==> src/rtl/fifo_wr_arbiter_pkg.sv <==
`default_nettype none
// +----------------------------------------------------------------------+
// | Module  : fifo_ctrl_pkg                                              |
// | Brief   : Shared types and helpers for the FIFO write-port arbiter.  |
// | Revision: 1.0  initial release                                       |
// +----------------------------------------------------------------------+
package fifo_ctrl_pkg;

    localparam int DATA_W_DEF = 128;

    typedef enum logic {IDLE, BURST} arb_state_t;

    typedef logic [DATA_W_DEF-1:0] fifo_word_t;

    // Next index in a ring of n requesters.
    function automatic int rr_next(input int idx, input int n);
        return (idx + 1 >= n) ? 0 : idx + 1;
    endfunction

endpackage
`default_nettype wire

==> src/rtl/fifo_wr_arbiter_if.sv <==
`default_nettype none
// +----------------------------------------------------------------------+
// | Module  : fifo_wr_arbiter_if                                         |
// | Brief   : Producer handshake bus and FIFO write-side signals.        |
// |           master = producers/FIFO side, slave = arbiter.             |
// | Revision: 1.0  initial release                                       |
// +----------------------------------------------------------------------+
interface fifo_wr_arbiter_if
    import fifo_ctrl_pkg::*;
#(
    parameter int NUM_REQ = 4,
    parameter int DATA_W  = DATA_W_DEF
);
    localparam int ID_W = $clog2(NUM_REQ);

    logic [NUM_REQ-1:0]        req_valid;
    logic [NUM_REQ-1:0]        req_last;
    logic [NUM_REQ*DATA_W-1:0] req_data;
    logic [NUM_REQ-1:0]        req_ready;
    logic                      o_full;
    logic                      o_alm_full;
    logic                      i_wren;
    logic [DATA_W-1:0]         i_wrdata;
    logic [ID_W-1:0]           grant_id;
    logic                      busy;

    modport master (
        output req_valid, req_last, req_data, o_full, o_alm_full,
        input  req_ready, i_wren, i_wrdata, grant_id, busy
    );

    modport slave (
        input  req_valid, req_last, req_data, o_full, o_alm_full,
        output req_ready, i_wren, i_wrdata, grant_id, busy
    );

endinterface
`default_nettype wire

==> src/rtl/fifo_wr_arbiter_rr_pick.sv <==
`default_nettype none
// +----------------------------------------------------------------------+
// | Module  : fifo_rr_pick                                               |
// | Brief   : Combinational round-robin pick: first valid requester at   |
// |           or after rr_ptr, wrapping, plus an any-valid flag.         |
// | Revision: 1.0  initial release                                       |
// +----------------------------------------------------------------------+
module fifo_rr_pick
    import fifo_ctrl_pkg::*;
#(
    parameter  int NUM_REQ = 4,
    localparam int ID_W    = $clog2(NUM_REQ)
) (
    input  wire logic [NUM_REQ-1:0] req_valid,
    input  wire logic [ID_W-1:0]    rr_ptr,
    output logic      [ID_W-1:0]    pick_idx,
    output logic                    any_valid
);

    int w_idx;

    // Walk the ring starting at rr_ptr; the first hit wins.
    always_comb begin
        pick_idx  = '0;
        any_valid = 1'b0;
        w_idx     = int'(rr_ptr);
        for (int i = 0; i < NUM_REQ; i++) begin
            if (!any_valid && req_valid[ID_W'(w_idx)]) begin
                any_valid = 1'b1;
                pick_idx  = ID_W'(w_idx);
            end
            w_idx = rr_next(w_idx, NUM_REQ);
        end
    end

endmodule
`default_nettype wire

==> src/rtl/fifo_wr_arbiter.sv <==
`default_nettype none
// +----------------------------------------------------------------------+
// | Module  : fifo_wr_arbiter                                            |
// | Brief   : Shares the FIFO write port among NUM_REQ producers with    |
// |           round-robin, burst-capped grants and full/almost-full      |
// |           throttling. Write enable/data are registered.              |
// | Revision: 1.0  initial release                                       |
// +----------------------------------------------------------------------+
module fifo_wr_arbiter
    import fifo_ctrl_pkg::*;
#(
    parameter int NUM_REQ   = 4,
    parameter int DATA_W    = DATA_W_DEF,
    parameter int MAX_BURST = 8
) (
    input wire logic        clk,
    input wire logic        rst_n,
    fifo_wr_arbiter_if.slave bus
);

    localparam int ID_W = $clog2(NUM_REQ);
    localparam int BC_W = $clog2(MAX_BURST + 1);

    localparam logic [BC_W-1:0] C_LAST_BEAT = BC_W'(MAX_BURST - 1);

    arb_state_t          r_state;
    arb_state_t          w_state_nxt;
    logic [ID_W-1:0]     r_grant_id;
    logic [ID_W-1:0]     w_grant_nxt;
    logic [ID_W-1:0]     r_rr_ptr;
    logic [ID_W-1:0]     w_rr_ptr_nxt;
    logic [ID_W-1:0]     w_pick_idx;
    logic [BC_W-1:0]     r_beat_cnt;
    logic [BC_W-1:0]     w_beat_cnt_nxt;
    logic                w_any_valid;
    logic                w_can_wr;
    logic                w_accept;
    logic                w_sel_valid;
    logic                w_sel_last;
    logic [DATA_W-1:0]   w_sel_data;
    logic [NUM_REQ-1:0]  w_ready;
    logic                r_wren;
    logic [DATA_W-1:0]   r_wrdata;

    fifo_rr_pick #(
        .NUM_REQ (NUM_REQ)
    ) u_pick (
        .req_valid (bus.req_valid),
        .rr_ptr    (r_rr_ptr),
        .pick_idx  (w_pick_idx),
        .any_valid (w_any_valid)
    );

    // Select the granted producer's valid/last/data.
    always_comb begin
        w_sel_valid = 1'b0;
        w_sel_last  = 1'b0;
        w_sel_data  = '0;
        for (int n = 0; n < NUM_REQ; n++) begin
            if (r_grant_id == ID_W'(n)) begin
                w_sel_valid = bus.req_valid[n];
                w_sel_last  = bus.req_last[n];
                w_sel_data  = bus.req_data[n*DATA_W +: DATA_W];
            end
        end
    end

    // Under almost-full only one write may be in flight, covering the
    // one-cycle registered write latency.
    assign w_can_wr = !bus.o_full && (!bus.o_alm_full || !r_wren);
    assign w_accept = (r_state == BURST) && w_sel_valid && w_can_wr;

    // Next-state, grant bookkeeping and ready generation.
    always_comb begin
        w_state_nxt    = r_state;
        w_grant_nxt    = r_grant_id;
        w_beat_cnt_nxt = r_beat_cnt;
        w_rr_ptr_nxt   = r_rr_ptr;
        w_ready        = '0;
        case (r_state)
            IDLE: begin
                if (w_any_valid) begin
                    w_state_nxt    = BURST;
                    w_grant_nxt    = w_pick_idx;
                    w_beat_cnt_nxt = '0;
                end
            end
            BURST: begin
                w_ready[r_grant_id] = w_can_wr;
                if (!w_sel_valid) begin
                    w_state_nxt  = IDLE;
                    w_rr_ptr_nxt = ID_W'(rr_next(int'(r_grant_id), NUM_REQ));
                end else if (w_accept) begin
                    w_beat_cnt_nxt = r_beat_cnt + 1'b1;
                    if (w_sel_last || (r_beat_cnt == C_LAST_BEAT)) begin
                        w_state_nxt  = IDLE;
                        w_rr_ptr_nxt = ID_W'(rr_next(int'(r_grant_id), NUM_REQ));
                    end
                end
            end
            default: begin
                w_state_nxt = IDLE;
            end
        endcase
    end

    // State register.
    always_ff @(posedge clk or negedge rst_n) begin
        if (!rst_n) begin
            r_state <= IDLE;
        end else begin
            r_state <= w_state_nxt;
        end
    end

    // Grant, beat counter and round-robin pointer.
    always_ff @(posedge clk or negedge rst_n) begin
        if (!rst_n) begin
            r_grant_id <= '0;
            r_beat_cnt <= '0;
            r_rr_ptr   <= '0;
        end else begin
            r_grant_id <= w_grant_nxt;
            r_beat_cnt <= w_beat_cnt_nxt;
            r_rr_ptr   <= w_rr_ptr_nxt;
        end
    end

    // FIFO write register: one pulse per accepted word, data held otherwise.
    always_ff @(posedge clk or negedge rst_n) begin
        if (!rst_n) begin
            r_wren   <= 1'b0;
            r_wrdata <= '0;
        end else begin
            r_wren <= w_accept;
            if (w_accept) begin
                r_wrdata <= w_sel_data;
            end
        end
    end

    assign bus.req_ready = w_ready;
    assign bus.busy      = (r_state == BURST);
    assign bus.grant_id  = r_grant_id;
    assign bus.i_wren    = r_wren;
    assign bus.i_wrdata  = r_wrdata;

endmodule
`default_nettype wire
==> src/flat_wrapper.sv <==
// flat-port wrapper written by rule: the top's interface ports become plain ports
module fifo_wr_arbiter_flat import fifo_ctrl_pkg::*;
#(
    parameter int NUM_REQ   = 4,
    parameter int DATA_W    = DATA_W_DEF,
    parameter int MAX_BURST = 8
)
  (clk, rst_n, bus_req_valid, bus_req_last, bus_req_data, bus_o_full, bus_o_alm_full, bus_req_ready, bus_i_wren, bus_i_wrdata, bus_grant_id, bus_busy);
  fifo_wr_arbiter_if #(.NUM_REQ(NUM_REQ), .DATA_W(DATA_W)) bus_i ();
  input wire logic clk;
  input wire logic rst_n;
  input wire logic [$bits(bus_i.req_valid)-1:0] bus_req_valid;
  input wire logic [$bits(bus_i.req_last)-1:0] bus_req_last;
  input wire logic [$bits(bus_i.req_data)-1:0] bus_req_data;
  input wire logic [$bits(bus_i.o_full)-1:0] bus_o_full;
  input wire logic [$bits(bus_i.o_alm_full)-1:0] bus_o_alm_full;
  output wire logic [$bits(bus_i.req_ready)-1:0] bus_req_ready;
  output wire logic [$bits(bus_i.i_wren)-1:0] bus_i_wren;
  output wire logic [$bits(bus_i.i_wrdata)-1:0] bus_i_wrdata;
  output wire logic [$bits(bus_i.grant_id)-1:0] bus_grant_id;
  output wire logic [$bits(bus_i.busy)-1:0] bus_busy;
  assign bus_i.req_valid = bus_req_valid;
  assign bus_i.req_last = bus_req_last;
  assign bus_i.req_data = bus_req_data;
  assign bus_i.o_full = bus_o_full;
  assign bus_i.o_alm_full = bus_o_alm_full;
  assign bus_req_ready = bus_i.req_ready;
  assign bus_i_wren = bus_i.i_wren;
  assign bus_i_wrdata = bus_i.i_wrdata;
  assign bus_grant_id = bus_i.grant_id;
  assign bus_busy = bus_i.busy;
  fifo_wr_arbiter #(.NUM_REQ(NUM_REQ), .DATA_W(DATA_W), .MAX_BURST(MAX_BURST)) u_core (.clk(clk), .rst_n(rst_n), .bus(bus_i));
endmodule
==> config.mk <==
export PLATFORM = sky130hd
export DESIGN_NAME = fifo_wr_arbiter_flat
export DESIGN_NICKNAME = d
export VERILOG_FILES = /design/src/rtl/fifo_wr_arbiter_pkg.sv /design/src/rtl/fifo_wr_arbiter_if.sv /design/src/rtl/fifo_wr_arbiter_rr_pick.sv /design/src/rtl/fifo_wr_arbiter.sv /design/src/flat_wrapper.sv
export SDC_FILE = /design/constraint.sdc
export NUM_CORES = 1
export LEC_CHECK = 0
export BUFFER_PORTS_ARGS = -buffer_cell sky130_fd_sc_hd__buf_4
export CAP_MARGIN = 20
export CORE_AREA = 2 2 255 257
export CTS_BUF_LIST = sky130_fd_sc_hd__clkbuf_8
export DETAILED_ROUTE_END_ITERATION = 10
export DIE_AREA = 0 0 257 259
export GPL_TIMING_DRIVEN = 0
export PLACE_DENSITY = 0.43
export SETUP_SLACK_MARGIN = 0.15
export SLEW_MARGIN = 40
export SYNTH_ARGS = -nofsm -noshare
export SYNTH_HDL_FRONTEND = slang
export SYNTH_SLANG_ARGS = --single-unit
==> constraint.sdc <==
create_clock -name clk -period 1.9 [get_ports clk]
set_input_delay 0 -clock clk [delete_from_list [all_inputs] [get_ports clk]]
set_output_delay 0 -clock clk [all_outputs]
set_load 0.005 [all_outputs]
==> results of run 1 <==
-- what timing repair did --
action / CTS / global route
gates cloned: 21 / 8
pin swaps: 23 / 14
hold buffers: 381 / 0
hold endpoints to repair: 231 / 0
buffers inserted: 34 / 13
resized for setup: 316 / 233
endpoints found under the setup margin: 142 / 142
-- cells by family after synthesis --
| kind of cell | Yosys count | synth area share |
|---|---|---|
| simple gates | 548 | 0.2972 |
| compound gates | 420 | 0.2749 |
| buf+inv | 140 | 0.05793 |
| flops | 138 | 0.3507 |
| mux | 8 | 0.01042 |
| fa+ha+maj | 7 | 0.008893 |
-- metrics by stage --
step	total power, mW	TNS [ns]	hold WS, ns
global placement	22.88	-185.45	0.2734
finish	32.93	-39.33	-0.001292
CTS	30.72	-37.47	0.004616
global route	35.03	-53.10	0.02105
floorplan	15.19	-2.465	-0.2956
detailed placement	23.04	-127.89	-0.04591
-- synthesized netlist by cell type, drive strengths merged (2+ instances only) --
library cell | count | area share
a21oi | 135 | 0.069
nand3 | 4 | 0.0020
inv | 8 | 0.0030
a221oi | 132 | 0.12
clkbuf | 102 | 0.039
nor2 | 2 | 0.0015
a2111oi | 2 | 0.0024
o21ai | 137 | 0.070
and2 | 5 | 0.0032
nor2b | 258 | 0.16
or3 | 2 | 0.0013
mux2i | 2 | 0.0020
or2 | 2 | 0.0013
mux2 | 5 | 0.0061
dfrtp | 138 | 0.35
ha | 7 | 0.0089
buf | 30 | 0.016
a21o | 2 | 0.0017
nor3 | 129 | 0.066
nand2 | 138 | 0.053
nand3b | 3 | 0.0023
nand2b | 2 | 0.0013
a211oi | 4 | 0.0048
-- worst max-delay path: cells and delay by family, from the launching register on --
| family | cells | cell delay [ns] |
|---|---|---|
| AO/OA/AOI/OAI | 3 | 0.48 |
| flip-flops | 1 | 0.42 |
| AND/OR/NAND/NOR | 1 | 0.32 |
| buffers and inverters | 6 | 0.80 |
| adder cells (fa/ha/maj) | 1 | 0.15 |
-- layer usage --
| metal | up-vias | track usage |
|---|---|---|
| met3 | 127 | 0.04648 |
| met2 | 603 | 0.3478 |
| met5 | - | 0 |
| li1 | 6864 | - |
| met1 | 7143 | 0.2366 |
| met4 | 2 | 0.07461 |
-- flip-flops by register name, indices dropped and copies added (netlist names) --
register,cells
u_core.bus.busy,1
u_core.bus.i_wren,1
u_core.bus.i_wrdata,128
u_core.r_beat_cnt,4
u_core.r_rr_ptr,2
u_core.bus.grant_id,2
-- worst paths after layout --
check | start | to | slack, ns | cells past startpoint
worst max register to register | u_core.bus.grant_id[1] | u_core.r_beat_cnt[2] | -0.36 | 11
min in group asynchronous | rst_n | u_core.bus.i_wrdata[89] | 0.51 | 3
worst min-delay path | bus_req_data[149] | u_core.bus.i_wrdata[21] | -0.001 | 5
max in group asynchronous | rst_n | u_core.bus.grant_id[0] | 0.48 | 5
worst min register to register | u_core.bus.i_wrdata[55] | u_core.bus.i_wrdata[55] | 0.49 | 2
worst max-delay path | u_core.bus.grant_id[1] | u_core.r_beat_cnt[2] | -0.36 | 11
-- where the power goes --
group          leakage (nW)  total (mW)  internal, mW  switching, mW
Clock                 0.218        2.75          1.34           1.41
Combinational          8.54        25.0          11.8           13.2
Sequential             1.78        5.22          4.12           1.10
Total                  10.5        32.9          17.3           15.7
-- cell type report --
class / instances / area (um^2)
clock buffers: 18 / 247.7
fillers: 6556 / 40270
repair buffers: 1119 / 9973
inverters: 8 / 38.79
plain buffers: 132 / 1379
multi-input cells: 983 / 7274
clock inverters: 14 / 170.2
diodes: 2 / 5.005
well taps: 855 / 1070
flip-flops and latches: 138 / 3457
==> flow_metrics.py, run 1 <==
metrics = {
    "run_status": {
        "status": "complete, but fails checks",
        "violations": "hold timing, setup timing",
    },
    "synth": {
        "ys_types": 48,
        "ys_seq_elements": 138,
        "postSynthCellCount": 1261,
        "ys.warnings.count": 0,
        "synth_area_um2": 9848,
        "synth_seq_area_share": 0.3507,
        "syn_area_per_cell_um2": 7.810,
        "async_flop_share": 1.000,
        "synth-edff-count": 0,
        "synth.net_count": 1792,
        "synth_flop_cell": "dfrtp_1",
    },
    "sta": {
        "slew_headroom": 0.5879,
        "tightest_slew_ns": 0.6181,
        "hold_ws_ns": -0.001292,
        "clock_skew_ns": 0.02225,
        "setup_viol": 142,
        "rsz0062_at_grt": "yes",
        "setup_slack_ns": -0.3562,
        "timing.final.crit_share": 1.187,
        "fmax_mhz": 443.2,
        "hold_violations": 1,
        "maxSlewViolCount": 0,
        "timing.final.crit_period_ns": 2.256,
    },
    "placement": {
        "placed_area_um2": 16320,
        "dp_cells": 2778,
        "dp_hpwl_um": 51290,
        "dp_slack_ns": -1.169,
        "port_buffers": 659,
        "gp_congestion": 0.9529,
    },
    "global_route": {
        "grt_pass1_vias": 15390,
        "grt_pass1_wl_um": 98390,
        "gr-total-overflow": 0,
        "grt_max_degree": 54,
        "antenna_found_initial": 6,
        "grt_usage": 0.1990,
    },
    "finish": {
        "area_delta_synth_final_pct": 139.8,
        "drive_gt1_frac": 0.4921,
        "final_util": 0.3697,
        "final_common_cell": "buf_4",
        "fin_nets": 2930,
        "stdcell_area_um2": 23620,
        "layout.cells.most_common_list": "buf_4 (696), dlygate4sd3_1 (381), nor2b_1 (255)",
        "finalNonFillerCells": 3269,
    },
    "clock_network": {
        "cts_made_buffers": 17,
        "clockBufferDepth": 2,
        "clkSinkCount": 138,
        "cts_tree": "yes",
        "clock_latency_ns": 0.55,
        "htree_levels": 4,
        "clkSlewWorstSetupHoldPaths_ns": 0.10,
        "cts-root-buf": "clkbuf_8",
    },
    "power": {
        "powerDensity_nw_per_um2": 1395,
        "p_leak_nw": 10.53,
        "peakVddDrop_v": 0.0005404,
    },
    "die": {
        "die_area_um2": 66560,
        "die_h_um": 259,
        "num_rows": 93,
        "ios": 660,
        "start_util": 0.1542,
        "coreArea_um2": 63880,
        "die_width_um": 257,
    },
    "worst_setup_path": {
        "path_cells": "buf_4, buf_6, ha_4, buf_8, a221oi_2, o21ai_2, buf_6, buf_12, buf_6, or3_4, a21oi_2",
        "cp.arrival_ns": 2.73,
        "crit_path_top_delay_cell": "dfrtp_1",
        "critPathRequiredTime_ns": 2.37,
        "end_kind": "register",
        "critical_path.max_fanout": 5,
        "cpMostUsedCell": "buf_6",
        "slowest_delay_ns": 0.42,
        "critPathLaunchType": "register",
        "path_class": "register to register",
    },
    "route": {
        "wl_met2_um": 35440,
        "viasPerCell": 4.509,
        "post-route-drc-count": 0,
        "wirelength_um": 70380,
        "routed-via-count": 14740,
        "wl_met1_um": 28540,
        "highest_layer": "met5",
        "dr.pass1.iters": 5,
        "dr.first_iter.drc_count": 918,
        "route.met3.wl_um": 4046,
        "wl_per_cell_um": 21.53,
        "drtAntennaViolNets": 0,
    },
    "job": {
        "maxCapViolations": 0,
    },
    "min_path": {
        "hold_class": "primary input to register",
    },
}
No activity file was read; power rests on OpenSTA's default activity.
==> run 2: changes to the inputs <==
==> constraint.sdc (replaced) <==
create_clock -name clk -period 1.9 [get_ports clk]
set_input_delay 0.38 -clock clk [delete_from_list [all_inputs] [get_ports clk]]
set_output_delay 0.38 -clock clk [all_outputs]
set_load 0.005 [all_outputs]
==> flow_metrics.py, run 2 (same netlist as run 1, synthesis figures left out) <==
metrics = {
    "power": {
        "power_frac_clock": 0.075,
        "p_comb_frac": 0.763,
        "powerDensity_nw_per_um2": 1604,
        "pwr-share-seq": 0.162,
        "p_leak_nw": 8.913,
        "swShare": 0.4847,
        "peakVddDrop_v": 0.0005678,
        "p_int_mw": 16.27,
        "net-switching-power_mw": 15.31,
    },
    "placement": {
        "gp_congestion": 0.9496,
        "port_buffers": 659,
        "dp_slack_ns": -0.9505,
        "dp_hpwl_um": 52600,
    },
    "die": {
        "die_area_um2": 66560,
        "die_h_um": 259,
        "ios": 660,
        "num_rows": 93,
        "start_util": 0.1542,
        "die_width_um": 257,
        "coreArea_um2": 63880,
    },
    "finish": {
        "fin_nets": 2563,
        "nFillCells": 6892,
        "layout.cells.most_common_list": "buf_4 (699), nor2b_1 (253), dfrtp_1 (135)",
        "largest_register_ffs": 128,
        "final_common_cell": "buf_4",
        "drive_gt1_frac": 0.5722,
        "area_delta_synth_final_pct": 99.96,
    },
    "route": {
        "dr.first_iter.drc_count": 803,
        "routed-via-count": 13130,
        "wirelength_um": 68070,
        "drtAntennaViolNets": 0,
        "dr.pass1.iters": 6,
        "wl_per_cell_um": 23.48,
        "viasPerCell": 4.529,
        "post-route-drc-count": 0,
    },
    "worst_setup_path": {
        "crit_buf_inv": 7,
        "path_class": "register to primary output",
        "end_kind": "primary output",
        "r2r_start": "u_core.bus.grant_id[1]",
        "cp_top_family": "buffers and inverters",
        "critPathLaunchType": "register",
        "crit_path_top_delay_cell": "dfrtp_1",
        "cpMostUsedCell": "buf_12",
        "critPathRequiredTime_ns": 1.52,
        "critical_path.max_fanout": 4,
        "startpoint": "u_core.bus.grant_id[1]",
        "path_cells": "inv_2, ha_4, buf_12, buf_12, buf_12, buf_8, buf_8, and2_4, buf_6",
        "cp.arrival_ns": 2.11,
        "slowest_delay_ns": 0.42,
    },
    "sta": {
        "hold_violations": 0,
        "slew_headroom": 0.5505,
        "setup_slack_ns": -0.5930,
        "timing.final.crit_share": 1.312,
        "fmax_mhz": 401.1,
        "tns_ns": -67.81,
        "hold_ws_ns": 0.08395,
        "rsz0062_at_grt": "yes",
        "maxSlewViolCount": 0,
        "clock_skew_ns": 0.01400,
        "setup_viol": 142,
        "tightest_slew_ns": 0.6742,
        "timing.final.crit_period_ns": 2.493,
    },
    "run_status": {
        "status": "complete, but fails checks",
        "violations": "setup timing",
    },
    "global_route": {
        "gr-total-overflow": 0,
        "grt_max_degree": 64,
        "grt_pass1_wl_um": 94560,
        "grt_pass1_vias": 13420,
        "antenna_found_initial": 1,
        "grt_usage": 0.1951,
    },
    "clock_network": {
        "cts_made_buffers": 17,
        "clockBufferDepth": 2,
        "clock_latency_ns": 0.55,
        "cts-root-buf": "clkbuf_8",
        "clkSlewWorstSetupHoldPaths_ns": 0.10,
        "clkSinkCount": 138,
        "cts_tree": "yes",
        "htree_levels": 4,
    },
    "job": {
        "maxCapViolations": 0,
    },
    "min_path": {
        "hold_class": "primary input to register",
        "hold_path_startpoint": "bus_req_data[474]",
    },
}
[run 2: worst paths after layout]
path | cells after the start | slack (ns) | to
max in group asynchronous | 3 | 1.00 | u_core.r_rr_ptr[1]
setup / recovery | 9 | -0.59 | bus_req_ready[1]
hold reg to reg | 2 | 0.49 | u_core.bus.i_wrdata[101]
hold / removal | 3 | 0.08 | u_core.bus.i_wrdata[90]
setup reg to reg | 14 | -0.58 | u_core.bus.i_wrdata[92]
min in group asynchronous | 2 | 0.23 | u_core.bus.i_wrdata[93]
[run 2: power by group through the flow]
stage | Sequential, mW | Clock [mW] | Combinational (mW)
after floorplan | 4.88 | 0 | 10.3
after global placement | 4.89 | 0 | 18.1
after detailed placement | 4.91 | 0 | 18.4
after CTS | 4.89 | 2.48 | 22.5
after global routing | 5.24 | 2.56 | 25.9
final | 5.10 | 2.37 | 24.1
[run 2: metrics by stage]
stage	power (mW)	util	instances	cell area, um^2
2_1_floorplan	15.22	-	1261	10220
3_3_place_gp	23.02	0.2541	2775	16230
3_5_place_dp	23.30	0.2567	2781	16400
4_1_cts	29.84	0.2933	2880	18730
5_1_grt	33.74	0.3083	2899	19690
6_report	31.58	0.3083	2899	19690
[run 2: worst register-to-register path, stage by stage (launching register included)]
cell and delay, ns:
dfrtp_1 0.42, inv_2 0.09, ha_4 0.18, buf_12 0.13, buf_8 0.11, nand3b_1 0.17, a221oi_2 0.34, o21ai_2 0.13
buf_6 0.17, buf_12 0.15, buf_12 0.13, buf_6 0.11, buf_8 0.13, nand2_2 0.06, o21ai_2 0.05
[run 2: final cells by class]
class                           instances  area (um^2)  area share
Tap cell                              855         1070     0.05432
Buffer                                130         1308     0.06640
Inverter                                8        35.03    0.001779
Sequential cell                       138         3457      0.1756
Antenna cell                            1        2.502   0.0001271
Multi-Input combinational cell        983         7093      0.3602
Clock buffer                           19        261.5     0.01328
Timing Repair Buffer                  754         6391      0.3245
Clock inverter                         11        75.07    0.003812
[run 2: repair_timing]
item                                    CTS  global route
buffers inserted                         44            16
gates cloned                             25             3
endpoints found under the setup margin  142           142
hold buffers                              1             0
pin swaps                                29            77
gates resized for setup                 236           221
endpoints found under the hold margin   138             0
[run 2: layer usage]
| layer | wire length, um | part of all wire | GRT usage | vias to the layer above |
|---|---|---|---|---|
| met5 | 0 | 0 | 0 | - |
| li1 | - | - | - | 6105 |
| met4 | 1674 | 0.025 | 0.06024 | 0 |
| met1 | 28410 | 0.42 | 0.2395 | 6434 |
| met2 | 33340 | 0.49 | 0.3303 | 522 |
| met3 | 4639 | 0.068 | 0.05487 | 69 |
==> run 3: changes to the inputs <==
==> constraint.sdc (replaced) <==
create_clock -name clk -period 1.9 [get_ports clk]
set_input_delay 0.095 -clock clk [delete_from_list [all_inputs] [get_ports clk]]
set_output_delay 0.095 -clock clk [all_outputs]
set_load 0.005 [all_outputs]
==> flow_metrics.py, run 3 (same netlist as run 1, synthesis figures left out) <==
metrics = {
    "run_status": {
        "status": "complete, but fails checks",
        "violations": "setup timing",
    },
    "global_route": {
        "grt_usage": 0.1969,
        "gr-total-overflow": 0,
        "antenna_found_initial": 7,
        "grt_max_degree": 54,
        "grt_pass1_vias": 14780,
        "grt_pass1_wl_um": 96590,
    },
    "clock_network": {
        "clock_latency_ns": 0.55,
        "cts_tree": "yes",
        "clockBufferDepth": 2,
        "cts-root-buf": "clkbuf_8",
        "cts_made_buffers": 17,
        "clkSinkCount": 138,
        "htree_levels": 4,
        "clkSlewWorstSetupHoldPaths_ns": 0.10,
    },
    "min_path": {
        "holdPathEnd": "u_core.bus.i_wrdata[57]",
        "hold_path_startpoint": "bus_req_data[185]",
        "hold_class": "primary input to register",
        "min_path_cells": 5,
    },
    "power": {
        "powerDensity_nw_per_um2": 1477,
        "peakVddDrop_v": 0.0005467,
        "power_mw": 33.09,
        "p_leak_nw": 10.04,
    },
    "worst_setup_path": {
        "path_class": "register to register",
        "end_kind": "register",
        "rrSetupSlack_ns": -0.31,
        "critPathLaunchType": "register",
        "slowest_delay_ns": 0.40,
        "critPathRequiredTime_ns": 2.37,
        "cp.arrival_ns": 2.68,
        "rr_worst_depth": 10,
        "path_cells": "inv_2, ha_4, buf_16, nand3b_1, a221oi_2, o21ai_2, buf_12, buf_6, or3_4, a21oi_2",
        "critical_path.max_fanout": 7,
        "r2r_start": "u_core.bus.grant_id[1]",
        "r2r_end": "u_core.r_beat_cnt[2]",
        "crit_path_top_delay_cell": "dfrtp_1",
        "cp.depth": 10,
        "crit_buf_inv": 4,
        "cp_top_family": "compound AO/OA/AOI/OAI gates",
    },
    "route": {
        "wirelength_um": 69160,
        "routed-via-count": 14100,
        "drtAntennaViolNets": 0,
        "dr.pass1.iters": 4,
        "wl_per_cell_um": 22.12,
        "dr.first_iter.drc_count": 776,
        "post-route-drc-count": 0,
        "viasPerCell": 4.509,
    },
    "die": {
        "ios": 660,
        "num_rows": 93,
        "coreArea_um2": 63880,
        "die_area_um2": 66560,
        "start_util": 0.1542,
        "die_width_um": 257,
        "die_h_um": 259,
    },
    "sta": {
        "setup_viol": 142,
        "rsz0062_at_grt": "yes",
        "fmax_mhz": 451.9,
        "maxSlewViolCount": 0,
        "slew_headroom": 0.5607,
        "hold_ws_ns": 0.03299,
        "clock_skew_ns": 0.02577,
        "setup_slack_ns": -0.3128,
        "tns_ns": -31.66,
        "timing.final.crit_period_ns": 2.213,
        "timing.final.crit_share": 1.165,
        "tightest_slew_ns": 0.6589,
        "hold_violations": 0,
    },
    "finish": {
        "layout.cells.most_common_list": "buf_4 (695), nor2b_1 (253), dlygate4sd3_1 (241)",
        "area_delta_synth_final_pct": 127.5,
        "drive_gt1_frac": 0.5322,
        "final_common_cell": "buf_4",
        "fin_nets": 2786,
        "stdcell_area_um2": 22410,
        "final_util": 0.3508,
        "largest_register_ffs": 128,
    },
    "placement": {
        "gp_congestion": 0.9529,
        "port_buffers": 659,
        "placed_area_um2": 16320,
        "dp_hpwl_um": 51290,
    },
    "job": {
        "maxCapViolations": 0,
    },
}
==> run 3: cell types whose count changed in the layout (fill, tap and decap cells not counted), moves of 9 or more <==
cell,previous run,this run
nor3_2,5,16
clkbuf_4,11,20
a221oi_2,49,58
o21ai_1,34,43
dlygate4sd3_1,1,241
a221oi_1,82,67
nor3_1,123,111
clkbuf_1,36,11
==> run 3: worst reg2reg max path, stage by stage (launching register included) <==
cell,delay (ns)
dfrtp_1,0.40
inv_2,0.09
ha_4,0.19
buf_16,0.13
nand3b_1,0.16
a221oi_2,0.29
o21ai_2,0.12
buf_12,0.18
buf_6,0.12
or3_4,0.32
a21oi_2,0.12
==> run 3: worst max-delay path by stage <==
stage | from | endpoint | slack [ns]
global route | u_core.bus.grant_id[1] | u_core.r_beat_cnt[2] | -0.42
CTS | u_core.bus.grant_id[0] | bus_req_ready[0] | -0.32
global placement | u_core.bus.grant_id[0] | u_core.bus.i_wrdata[98] | -1.66
finish | u_core.bus.grant_id[1] | u_core.r_beat_cnt[2] | -0.31
floorplan | u_core.r_rr_ptr[1] | u_core.bus.grant_id[1] | -0.10
detailed placement | u_core.bus.grant_id[0] | u_core.bus.i_wrdata[98] | -1.17
==> run 3: cell type report <==
cell class | instances | area [um^2]
fillers | 6680 | 41470
plain buffers | 132 | 1548
clock buffers | 18 | 247.7
flip-flops and latches | 138 | 3457
repair buffers | 975 | 8528
multi-input cells | 983 | 7342
clock inverters | 14 | 170.2
well taps | 855 | 1070
inverters | 8 | 35.03
diodes | 4 | 10.01
==> run 3: power breakdown <==
group          switching (mW)  internal [mW]
Clock                    1.41           1.34
Sequential              0.988           4.12
Combinational            13.3           11.9
Total                    15.7           17.3
==> run 3: through the flow <==
stage               std cells  setup slack [ns]
finish                   3127           -0.3128
global route             3124           -0.4186
CTS                      3103           -0.3152
detailed placement       2778            -1.169
global placement         2775            -1.655
floorplan                1261           -0.1004
==> run 3: timing repair <==
item / CTS / global route
gates resized for setup: 373 / 230
cloned: 26 / 6
hold endpoints to repair: 229 / 0
pin swaps: 59 / 37
hold buffers: 241 / 0
setup endpoints to repair: 142 / 142
setup buffers: 26 / 14
==> run 3: routing by layer <==
layer | GRT usage | vias to the layer above | wire (um)
met5 | 0 | - | 16
met4 | 0.08156 | 2 | 2586
met3 | 0.04150 | 116 | 4013
met2 | 0.3381 | 543 | 34370
met1 | 0.2386 | 6862 | 28170
li1 | - | 6578 | -
